### src/rtl/pe_brick_sequencer_if.sv
// pe_brick_sequencer_if: operand, PE and result bus for pe_brick_sequencer.
// Signals:
//   i_valid/o_ready              operand handshake from the operand buffer
//   i_activation/i_weight        packed 32-bit operand words
//   i_mode, i_A_signed, i_W_signed  lane mode (0 = 16x2b, 1 = 8x4b) and signedness
//   o_pe_*                       operand drive to the 16-brick PE
//   i_pe_prod                    registered PE product (signed, PROD_W bits)
//   o_valid/i_ready/o_result     result handshake (signed, ACC_W bits)
// Modports: slave = sequencer side, master = buffer/PE/consumer side.
interface pe_brick_sequencer_if #(
   parameter int unsigned PROD_W = 15,
   parameter int unsigned ACC_W  = 16
);
   logic                     i_valid;
   logic                     o_ready;
   logic [31:0]              i_activation;
   logic [31:0]              i_weight;
   logic                     i_mode;
   logic                     i_A_signed;
   logic                     i_W_signed;
   logic [31:0]              o_pe_activation;
   logic [31:0]              o_pe_weight;
   logic                     o_pe_A_signed;
   logic                     o_pe_W_signed;
   logic [3:0]               o_pe_shift_amount;
   logic signed [PROD_W-1:0] i_pe_prod;
   logic                     o_valid;
   logic                     i_ready;
   logic signed [ACC_W-1:0]  o_result;

   modport slave (
      input  i_valid, i_activation, i_weight, i_mode, i_A_signed, i_W_signed,
      input  i_pe_prod, i_ready,
      output o_ready, o_pe_activation, o_pe_weight, o_pe_A_signed, o_pe_W_signed,
      output o_pe_shift_amount, o_valid, o_result
   );

   modport master (
      output i_valid, i_activation, i_weight, i_mode, i_A_signed, i_W_signed,
      output i_pe_prod, i_ready,
      input  o_ready, o_pe_activation, o_pe_weight, o_pe_A_signed, o_pe_W_signed,
      input  o_pe_shift_amount, o_valid, o_result
   );
endinterface

### src/rtl/pe_brick_sequencer.sv
// pe_brick_sequencer: sequences packed operand words through a 16-brick
// (2b x 2b) PE and accumulates the weighted partial products into a signed
// dot-product result.
// Ports:
//   i_clk   clock
//   i_rst   asynchronous reset, active-high
//   bus     pe_brick_sequencer_if.slave (operand, PE and result signals)
// Timing (accept edge = cycle 0): 2b result valid in cycle 3, 4b in cycle 6.
module pe_brick_sequencer #(
   parameter int unsigned PROD_W = 15,
   parameter int unsigned ACC_W  = 16
) (
   input logic                  i_clk,
   input logic                  i_rst,
   pe_brick_sequencer_if.slave  bus
);
   localparam int unsigned WORD_W  = 32;
   localparam int unsigned LANES4  = 8;
   localparam int unsigned SHIFT_W = 3;

   typedef enum logic [1:0] {IDLE, RUN, DRAIN, OUT} state_t;

   state_t                   state_q, state_d;
   logic [WORD_W-1:0]        act_q, wt_q;
   logic                     mode_q, as_q, ws_q;
   logic [1:0]               pass_q;
   logic                     pv_q;
   logic [SHIFT_W-1:0]       wsh_q;
   logic signed [ACC_W-1:0]  acc_q;

   logic                     issue_c;
   logic [1:0]               issue_pass_c;
   logic [WORD_W-1:0]        src_act_c, src_wt_c;
   logic                     src_mode_c, src_as_c, src_ws_c;
   logic [WORD_W-1:0]        pe_act_c, pe_wt_c;
   logic                     pe_as_c, pe_ws_c;
   logic                     last_c;
   logic signed [PROD_W-1:0] prod_c;
   logic signed [ACC_W-1:0]  prod_ext_c;

   // Pass weight as a left shift: 1, 4, 4, 16 in 4b mode; 1 in 2b mode.
   function automatic logic [SHIFT_W-1:0] pass_shift(input logic mode, input logic [1:0] p);
      logic [SHIFT_W-1:0] sh;
      sh = 3'd0;
      if (mode) begin
         case (p)
            2'd0:    sh = 3'd0;
            2'd3:    sh = 3'd4;
            default: sh = 3'd2;
         endcase
      end
      return sh;
   endfunction

   assign last_c     = !mode_q || (pass_q == 2'd3);
   assign prod_c     = bus.i_pe_prod;
   assign prod_ext_c = ACC_W'(prod_c);

   // Next state and selection of the pass to issue on this edge.
   // Pass 0 is issued on the accept edge straight from the input words.
   always_comb begin
      state_d      = state_q;
      issue_c      = 1'b0;
      issue_pass_c = pass_q;
      src_act_c    = act_q;
      src_wt_c     = wt_q;
      src_mode_c   = mode_q;
      src_as_c     = as_q;
      src_ws_c     = ws_q;
      case (state_q)
         IDLE: begin
            if (bus.i_valid) begin
               state_d      = RUN;
               issue_c      = 1'b1;
               issue_pass_c = 2'd0;
               src_act_c    = bus.i_activation;
               src_wt_c     = bus.i_weight;
               src_mode_c   = bus.i_mode;
               src_as_c     = bus.i_A_signed;
               src_ws_c     = bus.i_W_signed;
            end
         end
         RUN: begin
            if (last_c) begin
               state_d = DRAIN;
            end else begin
               issue_c      = 1'b1;
               issue_pass_c = pass_q + 2'd1;
            end
         end
         DRAIN: state_d = OUT;
         OUT: begin
            if (bus.o_valid && bus.i_ready) state_d = IDLE;
         end
         default: state_d = IDLE;
      endcase
   end

   // PE operand words for the selected pass; 4b mode splits each nibble lane
   // into lo/hi 2-bit halves and only the lo-half sign flags are cleared.
   always_comb begin
      pe_act_c = src_act_c;
      pe_wt_c  = src_wt_c;
      pe_as_c  = src_as_c;
      pe_ws_c  = src_ws_c;
      if (src_mode_c) begin
         pe_act_c = '0;
         pe_wt_c  = '0;
         for (int j = 0; j < LANES4; j++) begin
            pe_act_c[2*j +: 2] = src_act_c[4*j + (issue_pass_c[1] ? 2 : 0) +: 2];
            pe_wt_c[2*j +: 2]  = src_wt_c[4*j + (issue_pass_c[0] ? 2 : 0) +: 2];
         end
         pe_as_c = src_as_c & issue_pass_c[1];
         pe_ws_c = src_ws_c & issue_pass_c[0];
      end
   end

   // State register.
   always_ff @(posedge i_clk or posedge i_rst) begin
      if (i_rst) state_q <= IDLE;
      else       state_q <= state_d;
   end

   // Operand latch, pass counter and accumulation pipeline.
   always_ff @(posedge i_clk or posedge i_rst) begin
      if (i_rst) begin
         act_q  <= '0;
         wt_q   <= '0;
         mode_q <= 1'b0;
         as_q   <= 1'b0;
         ws_q   <= 1'b0;
         pass_q <= 2'd0;
         pv_q   <= 1'b0;
         wsh_q  <= '0;
         acc_q  <= '0;
      end else begin
         if (state_q == IDLE && bus.i_valid) begin
            act_q  <= bus.i_activation;
            wt_q   <= bus.i_weight;
            mode_q <= bus.i_mode;
            as_q   <= bus.i_A_signed;
            ws_q   <= bus.i_W_signed;
         end
         if (issue_c) pass_q <= issue_pass_c;
         // The PE product of a RUN cycle's operands shows up one cycle later.
         pv_q  <= (state_q == RUN);
         wsh_q <= pass_shift(mode_q, pass_q);
         if (state_q == IDLE && bus.i_valid) acc_q <= '0;
         else if (pv_q)                      acc_q <= acc_q + (prod_ext_c <<< wsh_q);
      end
   end

   // Registered PE drive and result handshake.
   always_ff @(posedge i_clk or posedge i_rst) begin
      if (i_rst) begin
         bus.o_ready           <= 1'b1;
         bus.o_pe_activation   <= '0;
         bus.o_pe_weight       <= '0;
         bus.o_pe_A_signed     <= 1'b0;
         bus.o_pe_W_signed     <= 1'b0;
         bus.o_pe_shift_amount <= 4'd0;
         bus.o_valid           <= 1'b0;
         bus.o_result          <= '0;
      end else begin
         bus.o_ready           <= (state_d == IDLE);
         bus.o_pe_activation   <= issue_c ? pe_act_c : '0;
         bus.o_pe_weight       <= issue_c ? pe_wt_c : '0;
         bus.o_pe_A_signed     <= issue_c & pe_as_c;
         bus.o_pe_W_signed     <= issue_c & pe_ws_c;
         bus.o_pe_shift_amount <= 4'd0;
         // First OUT cycle loads the result; it then holds until taken.
         bus.o_valid <= (state_q == OUT) && !(bus.o_valid && bus.i_ready);
         if (state_q == OUT && !bus.o_valid) bus.o_result <= acc_q;
      end
   end
endmodule

### src/flat_wrapper.sv
// flat-port wrapper written by rule: the top's interface ports become plain ports
module pe_brick_sequencer_flat 
#(
   parameter int unsigned PROD_W = 15,
   parameter int unsigned ACC_W  = 16
)
  (i_clk, i_rst, bus_i_valid, bus_i_activation, bus_i_weight, bus_i_mode, bus_i_A_signed, bus_i_W_signed, bus_i_pe_prod, bus_i_ready, bus_o_ready, bus_o_pe_activation, bus_o_pe_weight, bus_o_pe_A_signed, bus_o_pe_W_signed, bus_o_pe_shift_amount, bus_o_valid, bus_o_result);
  pe_brick_sequencer_if #(.PROD_W(PROD_W), .ACC_W(ACC_W)) bus_i ();
  input logic i_clk;
  input logic i_rst;
  input wire logic [$bits(bus_i.i_valid)-1:0] bus_i_valid;
  input wire logic [$bits(bus_i.i_activation)-1:0] bus_i_activation;
  input wire logic [$bits(bus_i.i_weight)-1:0] bus_i_weight;
  input wire logic [$bits(bus_i.i_mode)-1:0] bus_i_mode;
  input wire logic [$bits(bus_i.i_A_signed)-1:0] bus_i_A_signed;
  input wire logic [$bits(bus_i.i_W_signed)-1:0] bus_i_W_signed;
  input wire logic [$bits(bus_i.i_pe_prod)-1:0] bus_i_pe_prod;
  input wire logic [$bits(bus_i.i_ready)-1:0] bus_i_ready;
  output wire logic [$bits(bus_i.o_ready)-1:0] bus_o_ready;
  output wire logic [$bits(bus_i.o_pe_activation)-1:0] bus_o_pe_activation;
  output wire logic [$bits(bus_i.o_pe_weight)-1:0] bus_o_pe_weight;
  output wire logic [$bits(bus_i.o_pe_A_signed)-1:0] bus_o_pe_A_signed;
  output wire logic [$bits(bus_i.o_pe_W_signed)-1:0] bus_o_pe_W_signed;
  output wire logic [$bits(bus_i.o_pe_shift_amount)-1:0] bus_o_pe_shift_amount;
  output wire logic [$bits(bus_i.o_valid)-1:0] bus_o_valid;
  output wire logic [$bits(bus_i.o_result)-1:0] bus_o_result;
  assign bus_i.i_valid = bus_i_valid;
  assign bus_i.i_activation = bus_i_activation;
  assign bus_i.i_weight = bus_i_weight;
  assign bus_i.i_mode = bus_i_mode;
  assign bus_i.i_A_signed = bus_i_A_signed;
  assign bus_i.i_W_signed = bus_i_W_signed;
  assign bus_i.i_pe_prod = bus_i_pe_prod;
  assign bus_i.i_ready = bus_i_ready;
  assign bus_o_ready = bus_i.o_ready;
  assign bus_o_pe_activation = bus_i.o_pe_activation;
  assign bus_o_pe_weight = bus_i.o_pe_weight;
  assign bus_o_pe_A_signed = bus_i.o_pe_A_signed;
  assign bus_o_pe_W_signed = bus_i.o_pe_W_signed;
  assign bus_o_pe_shift_amount = bus_i.o_pe_shift_amount;
  assign bus_o_valid = bus_i.o_valid;
  assign bus_o_result = bus_i.o_result;
  pe_brick_sequencer #(.PROD_W(PROD_W), .ACC_W(ACC_W)) u_core (.i_clk(i_clk), .i_rst(i_rst), .bus(bus_i));
endmodule
### config.mk
export PLATFORM = sky130hd
export DESIGN_NAME = pe_brick_sequencer_flat
export DESIGN_NICKNAME = d
export VERILOG_FILES = /design/src/rtl/pe_brick_sequencer_if.sv /design/src/rtl/pe_brick_sequencer.sv /design/src/flat_wrapper.sv
export SDC_FILE = /design/constraint.sdc
export NUM_CORES = 1
export LEC_CHECK = 0
export CAP_MARGIN = 20
export CELL_PAD_IN_SITES_DETAIL_PLACEMENT = 0
export CELL_PAD_IN_SITES_GLOBAL_PLACEMENT = 1
export CORE_MARGIN = 3
export CORE_UTILIZATION = 40
export DETAILED_ROUTE_END_ITERATION = 16
export PLACE_DENSITY = 0.86
export REMOVE_ABC_BUFFERS = 1
export SYNTH_ARGS = -nofsm -noshare
export SYNTH_HDL_FRONTEND = slang
export SYNTH_SLANG_ARGS = --single-unit
export TNS_END_PERCENT = 20
### constraint.sdc
create_clock -name i_clk -period 7.45 [get_ports i_clk]
set_input_delay 1.8625 -clock i_clk [delete_from_list [all_inputs] [get_ports i_clk]]
set_output_delay 1.8625 -clock i_clk [all_outputs]
set_load 0.01 [all_outputs]
==> results.md, run 1 <==
- Initial antenna violation count: 0
- # IOs: 174
- Die W: 147 um
- Clock power frac: 0.218
- Total CTS buffers: 17
- Sw Pwr: 1.51 mW
- Most common cell after layout, fill and taps aside: dfrtp_1
- Peak Freq: 237 MHz
- Critical path type: input port to flip-flop
- #FFs+latches synth: 174
- Switching share of power: 0.376
- CP Capture Type: flip-flop
- XOR/XNOR Fraction of Synth Area: 0.00776
- CTS tree: yes
- Area post-placement: 9760 um2
- Die span in y: 147 um
- Clock Path Buffers: 2
- Synth Flop Type: dfrtp_1
- Int Pwr: 2.51 mW
- Crit start category: input port
- Maximum vdd drop: 0.163 mV
- First-pass DRT Iterations: 4
- Global-route wire length before repair: 31700 um
- Post-Synth Adder-Cell Area: 0.0279
- Final nets: 978
- Pwr dens: 389 nW/um2
- Number of max-slew violations in the final report: 0
- Hold buffer count at CTS: 0
- CP required: 7.79 ns
- Latest clock arrival within the worst-skew pair: 0.42 ns
- Hold depth: 2
- Hold slack final: 0.468 ns
- CTS-repair resized insts: 0
- Slew HR: 0.346
- Total Wirelength: 18900 um
- Status: finished clean
- Avg Vias per Cell: 5.01
- Clock slew at reported path FFs: 0.07 ns
- Setup TNS: 0 ns
- Met1 WL: 8470 um
- Buffers on Ports: 169
- Met2 WL post-DR: 8540 um
- Die area: 21500 um2
- Largest net degree at the start of global routing: 78
- Final setup vio count: 0
- Post-CTS setup buffer count: 0
- Number of synthesized flops with an enable pin: 0
- Compound-cell area share of the yosys netlist: 0.103
- FF-to-FF path depth: 9
- Overall global routing resource usage: 0.183
- Max_cap viols: 0
- Via count: 5746
- Synth Instances: 720
- Root Driver: clkbuf_16
- DRT antenna net count: 0
- Average cell area after synthesis: 11.0 um2
- Initial DRC count: 299
- Total grt overflow: 0
- Critical path fanouts, max: 9
- Fin crit period: 4.22 ns
- Final instance area: 10300 um2
- Post-synthesis mux area share: 0.120
- Main combinational cell family by area after synthesis: simple AND/OR/NAND/NOR gates
- Unrepaired setup endpoints after global routing: false
- Clock skew: 0.00985 ns
- DR WL/cell: 16.5 um
- Row count: 50
- Worst-Margin Slew: 0.981 ns
- Synth unique cells: 57
- Ys Warns: 0
- Sequential cell area fraction in the yosys report: 0.551
- Number of global-route vias before repair: 6018
- Core box area: 19100 um2
- WL met3: 1510 um
- Final Hold Vio Count: 0
- Post-synthesis simple-gate area fraction: 0.151
- Comb power frac: 0.425
- Layout cells sized above 1: 0.120
- Lkg Pwr: 4.61 nW
- Period utilization: 0.566
- WP data arrival: 4.55 ns
- Asr flop ratio synth: 1.00
- Initial Util: 0.414
- Top layer reached by signal wires: met4
- HPWL after DPL: 13100 um
- Leading cell types in the layout, fill and taps excluded: dfrtp_1 (173), clkdlybuf4s50_1 (169), nand2_1 (122), a21oi_1 (57), mux2_2 (47)
- Ant. Diodes: 0
- Residual DRC count: 0
- Hold WC Path Type: flip-flop to flip-flop
- Sequential Power Share: 0.357
- Synthesized area: 7910 um2
- H-tree levels: 4
- Layout area overhead: 30.9%
- Gpl congestion: 0.877
- Clock Sinks: 174
## state kept, by name, indices dropped and copies added, names as in the netlist
signal	cells
u_core.bus.o_result	16
u_core.pv_q	1
u_core.state_q	2
u_core.bus.o_valid	1
u_core.pass_q	2
u_core.wt_q	32
u_core.bus.o_pe_activation	32
u_core.bus.o_pe_A_signed	1
u_core.bus.o_pe_W_signed	1
u_core.bus.o_pe_weight	32
u_core.acc_q	16
u_core.wsh_q	2
u_core.as_q	1
u_core.mode_q	1
u_core.ws_q	1
u_core.act_q	32
u_core.bus.o_ready	1
## synth_stat cells (5+ instances only)
library cell  instances  area [um2]
o211ai_1              8        60.1
a311oi_1              6        52.6
buf_4                11        82.6
and2_1               37         231
o21ai_0              20         100
a21oi_1              57         285
mux2i_1              32         320
nor2b_1               7        43.8
nor2_1               30         113
buf_2                10        50.1
a211oi_1              9        67.6
or2_1                 8        50.1
xnor2_1               6        52.6
nand3_1               8        40.0
dfrtp_1             173        4330
inv_1                17        63.8
o21a_1                5        37.5
nand2_1             122         458
ha_1                 16         200
mux2_2               47         529
clkbuf_1             14        52.6
nand2b_1             12        75.1
## routing by layer
| layer | track usage | vias to the layer above |
|---|---|---|
| met5 | 0 | - |
| met4 | 0.0607 | 0 |
| met3 | 0.0593 | 27 |
| met2 | 0.277 | 166 |
| met1 | 0.249 | 2776 |
| li1 | - | 2777 |
## critical path: stages
cell             delay [ns]
clkdlybuf4s50_1        0.44
nor2b_1                0.15
a211oi_1               0.26
a21oi_1                0.07
ha_1                   0.49
a21oi_1                0.16
nor2_1                 0.16
a41oi_2                0.10
o41ai_2                0.40
mux2i_1                0.25
mux2i_1                0.21
## path summary, 6_finish.rpt
kind	from	slack [ns]	end
hold / removal	u_core.as_q	0.47	u_core.as_q
setup reg to reg	u_core.wsh_q[1]	4.13	u_core.acc_q[15]
min in group asynchronous	i_rst	1.94	u_core.bus.o_pe_activation[17]
hold reg to reg	u_core.as_q	0.47	u_core.as_q
setup / recovery	bus_i_pe_prod[6]	3.23	u_core.acc_q[15]
max in group asynchronous	i_rst	4.36	u_core.act_q[2]
## stage by stage
step	power, mW	instances	setup WS, ns	util
after floorplan	2.61	680	0.872	-
after global placement	3.13	1115	2.87	0.511
after detailed placement	3.16	1116	2.80	0.512
after CTS	4.05	1148	3.22	0.542
after global routing	4.33	1148	3.05	0.542
final	4.02	1148	3.23	0.542
## power by group through the flow
stage | clock (mW) | combinational, mW | sequential (mW)
after floorplan | 0 | 1.18 | 1.43
after global placement | 0 | 1.68 | 1.45
after detailed placement | 0 | 1.70 | 1.46
after CTS | 0.899 | 1.72 | 1.44
after global routing | 0.941 | 1.91 | 1.48
final | 0.877 | 1.71 | 1.44
## cell families (layout without fill, tap and decap cells)
kind of cell               count (synthesis)  in the layout
other                                      1              4
and+or+nand+nor                          248            248
buffers and inverters                     61            226
DFF                                      174            174
muxes                                     84             84
adders and majority gates                 17             17
xor gates and xnor gates                   7              7
AOI/OAI and AO/OA                        128            128
## area by class of cell
cell class | instances | area, um2
clock buffer | 18 | 429
clock inverter | 14 | 155
fill | 1706 | 8730
inverter | 18 | 72.6
multi-input combinational | 488 | 3260
sequential | 174 | 4360
tap | 260 | 325
timing repair buffer | 176 | 1740
Note: power is estimated with default switching activity, not from simulation.
==> run 2: changes to the inputs <==
clock period = 4.16 ns   (was 7.45 ns; I/O delays follow)
==> results.md, run 2 (synthesis gave the netlist of run 1 again) <==
- Count of non-filler cells in the finished layout: 1151 (was 1148)
- Maximum vdd drop: 0.341 mV (was 0.163 mV)
- Number of max-slew violations in the final report: 0 (unchanged)
- Root Driver: clkbuf_16 (unchanged)
- Setup TNS: 0 ns (unchanged)
- Final setup vio count: 0 (unchanged)
- HPWL after DPL: 13200 um (was 13100 um)
- Critical path fanouts, max: 9 (unchanged)
- Avg Vias per Cell: 4.98 (was 5.01)
- Final Hold Vio Count: 0 (unchanged)
- Slew HR: 0.381 (was 0.346)
- Worst-Margin Slew: 0.929 ns (was 0.981 ns)
- H-tree levels: 4 (unchanged)
- Fin crit period: 3.37 ns
- Die area: 21500 um2 (unchanged)
- Critical path type: input port to flip-flop (unchanged)
- Die W: 147 um (unchanged)
- Slowest library cell on the worst path: clkdlybuf4s50_1 (was ha_1)
- Clock power frac: 0.229 (was 0.218)
- Initial antenna violation count: 0 (unchanged)
- Hold WC Path Type: flip-flop to flip-flop (unchanged)
- DRT antenna net count: 0 (unchanged)
- Int Pwr: 4.59 mW (was 2.51 mW)
- Latest clock arrival within the worst-skew pair: 0.43 ns (was 0.42 ns)
- Overall global routing resource usage: 0.182 (was 0.183)
- Row count: 50 (unchanged)
- Slowest Stage Delay on Critical Path: 0.48 ns (was 0.49 ns)
- Initial Util: 0.414 (unchanged)
- Clock Sinks: 174 (unchanged)
- Critical Path, Cell by Cell: clkdlybuf4s50_1 -> nor2b_1 -> a211oi_1 -> a21oi_1 -> ha_1 -> a21oi_1 -> nor2_1 -> a41oi_2 -> o41ai_2 -> mux2i_1 -> mux2i_1 (unchanged)
- Most used routing layer: met2 (unchanged)
- Final nets: 981 (was 978)
- Area post-placement: 9800 um2 (was 9760 um2)
- Post-CTS setup buffer count: 0 (unchanged)
- Comb power frac: 0.418 (was 0.425)
- Total grt overflow: 0 (unchanged)
- WP data arrival: 3.72 ns (was 4.55 ns)
- Max_cap viols: 0 (unchanged)
- # IOs: 174 (unchanged)
- Clock skew: 0.0123 ns (was 0.00985 ns)
- Total Wirelength: 19000 um (was 18900 um)
- Total CTS buffers: 17 (unchanged)
- Pwr dens: 700 nW/um2 (was 389 nW/um2)
- CP Capture Type: flip-flop (unchanged)
- Worst Path Buf+Inv: 1 (unchanged)
- Die span in y: 147 um (unchanged)
- CTS-repair resized insts: 0 (unchanged)
- DR WL/cell: 16.5 um (about the same)
- Leading cell types in the layout, fill and taps excluded: dfrtp_1 (173), clkdlybuf4s50_1 (169), nand2_1 (122), a21oi_1 (57), mux2_2 (47) (unchanged)
- Via count: 5736 (was 5746)
- Initial DRC count: 251 (was 299)
- Lkg Pwr: 4.65 nW (was 4.61 nW)
- Crit start category: input port (unchanged)
- First-pass DRT Iterations: 4 (unchanged)
- Clock slew at reported path FFs: 0.07 ns (about the same)
- Met2 usage: 0.289 (was 0.277)
- Final core occ: 0.546 (was 0.542)
- CTS tree: yes (unchanged)
- Top delay family on crit path: compound AO/OA/AOI/OAI gates (unchanged)
- CP required: 4.51 ns (was 7.79 ns)
- Number of global-route vias before repair: 5815 (was 6018)
- Clock Path Buffers: 2 (unchanged)
- Period utilization: 0.810
- Global-route wire length before repair: 31300 um (was 31700 um)
- Final instance area: 10400 um2 (was 10300 um2)
- Met3 GRT Util: 0.0661 (was 0.0593)
- Status: finished clean (unchanged)
- Layout area overhead: 31.8% (was 30.9%)
- Switching share of power: 0.370 (was 0.376)
- Sw Pwr: 2.70 mW (was 1.51 mW)
- Gpl congestion: 0.850 (was 0.877)
- Core box area: 19100 um2 (unchanged)
- Fill count: 1671 (was 1706)
- Buffers on Ports: 169 (unchanged)
- Placed Cells: 1119 (was 1116)
- Sequential Power Share: 0.353 (was 0.357)
- Peak Freq: 297 MHz
- Met1 usage in global routing: 0.236 (was 0.249)
- Most common cell after layout, fill and taps aside: dfrtp_1 (unchanged)
- Residual DRC count: 0 (unchanged)
- Ant. Diodes: 0 (unchanged)
- Layout cells sized above 1: 0.125 (was 0.120)
- Unrepaired setup endpoints after global routing: false (unchanged)
- Largest net degree at the start of global routing: 81 (was 78)
- Hold buffer count at CTS: 0 (unchanged)
[run 2: worst paths after layout]
path	endpoint	cells after the start	start	slack, ns
setup / recovery	u_core.acc_q[15]	11	bus_i_pe_prod[6]	0.79
hold / removal	u_core.as_q	2	u_core.as_q	0.47
setup reg to reg	u_core.acc_q[15]	9	u_core.wsh_q[1]	0.95
hold reg to reg	u_core.as_q	2	u_core.as_q	0.47
max in group asynchronous	u_core.bus.o_ready	3	i_rst	2.17
min in group asynchronous	u_core.bus.o_pe_A_signed	2	i_rst	1.13
[run 2: worst min-delay path, stage by stage, from the launching register on]
cell and delay, ns:
dfrtp_1 0.32, nand2_1 0.04, nand2_1 0.07
[run 2: metal layers]
metal,up-vias,share of wire
li1,2774,-
met5,-,0
met4,0,0.016
met2,140,0.47
met1,2802,0.45
met3,20,0.072
[run 2: final cells by class]
cell class              instances  area [um2]  area share
repair buffers                179        1780       0.171
multi-input cells             488        3260       0.313
clock buffers                  19         453      0.0435
well taps                     260         325      0.0312
inverters                      18        72.6     0.00696
clock inverters                13         173      0.0166
flip-flops and latches        174        4360       0.418
[run 2: power groups by stage]
stage	combinational [mW]	sequential [mW]	clock (mW)
detailed placement	3.06	2.61	0
finish	3.05	2.58	1.67
floorplan	2.11	2.57	0
global route	3.41	2.65	1.79
CTS	3.08	2.58	1.72
global placement	3.02	2.59	0
[run 2: metrics by stage]
stage	total power [mW]	worst slack, ns	hold slack (ns)
2_1_floorplan	4.68	-1.60	0.434
3_3_place_gp	5.61	0.423	0.449
3_5_place_dp	5.67	0.372	0.454
4_1_cts	7.38	0.799	0.471
5_1_grt	7.85	0.612	0.492
6_report	7.29	0.791	0.466
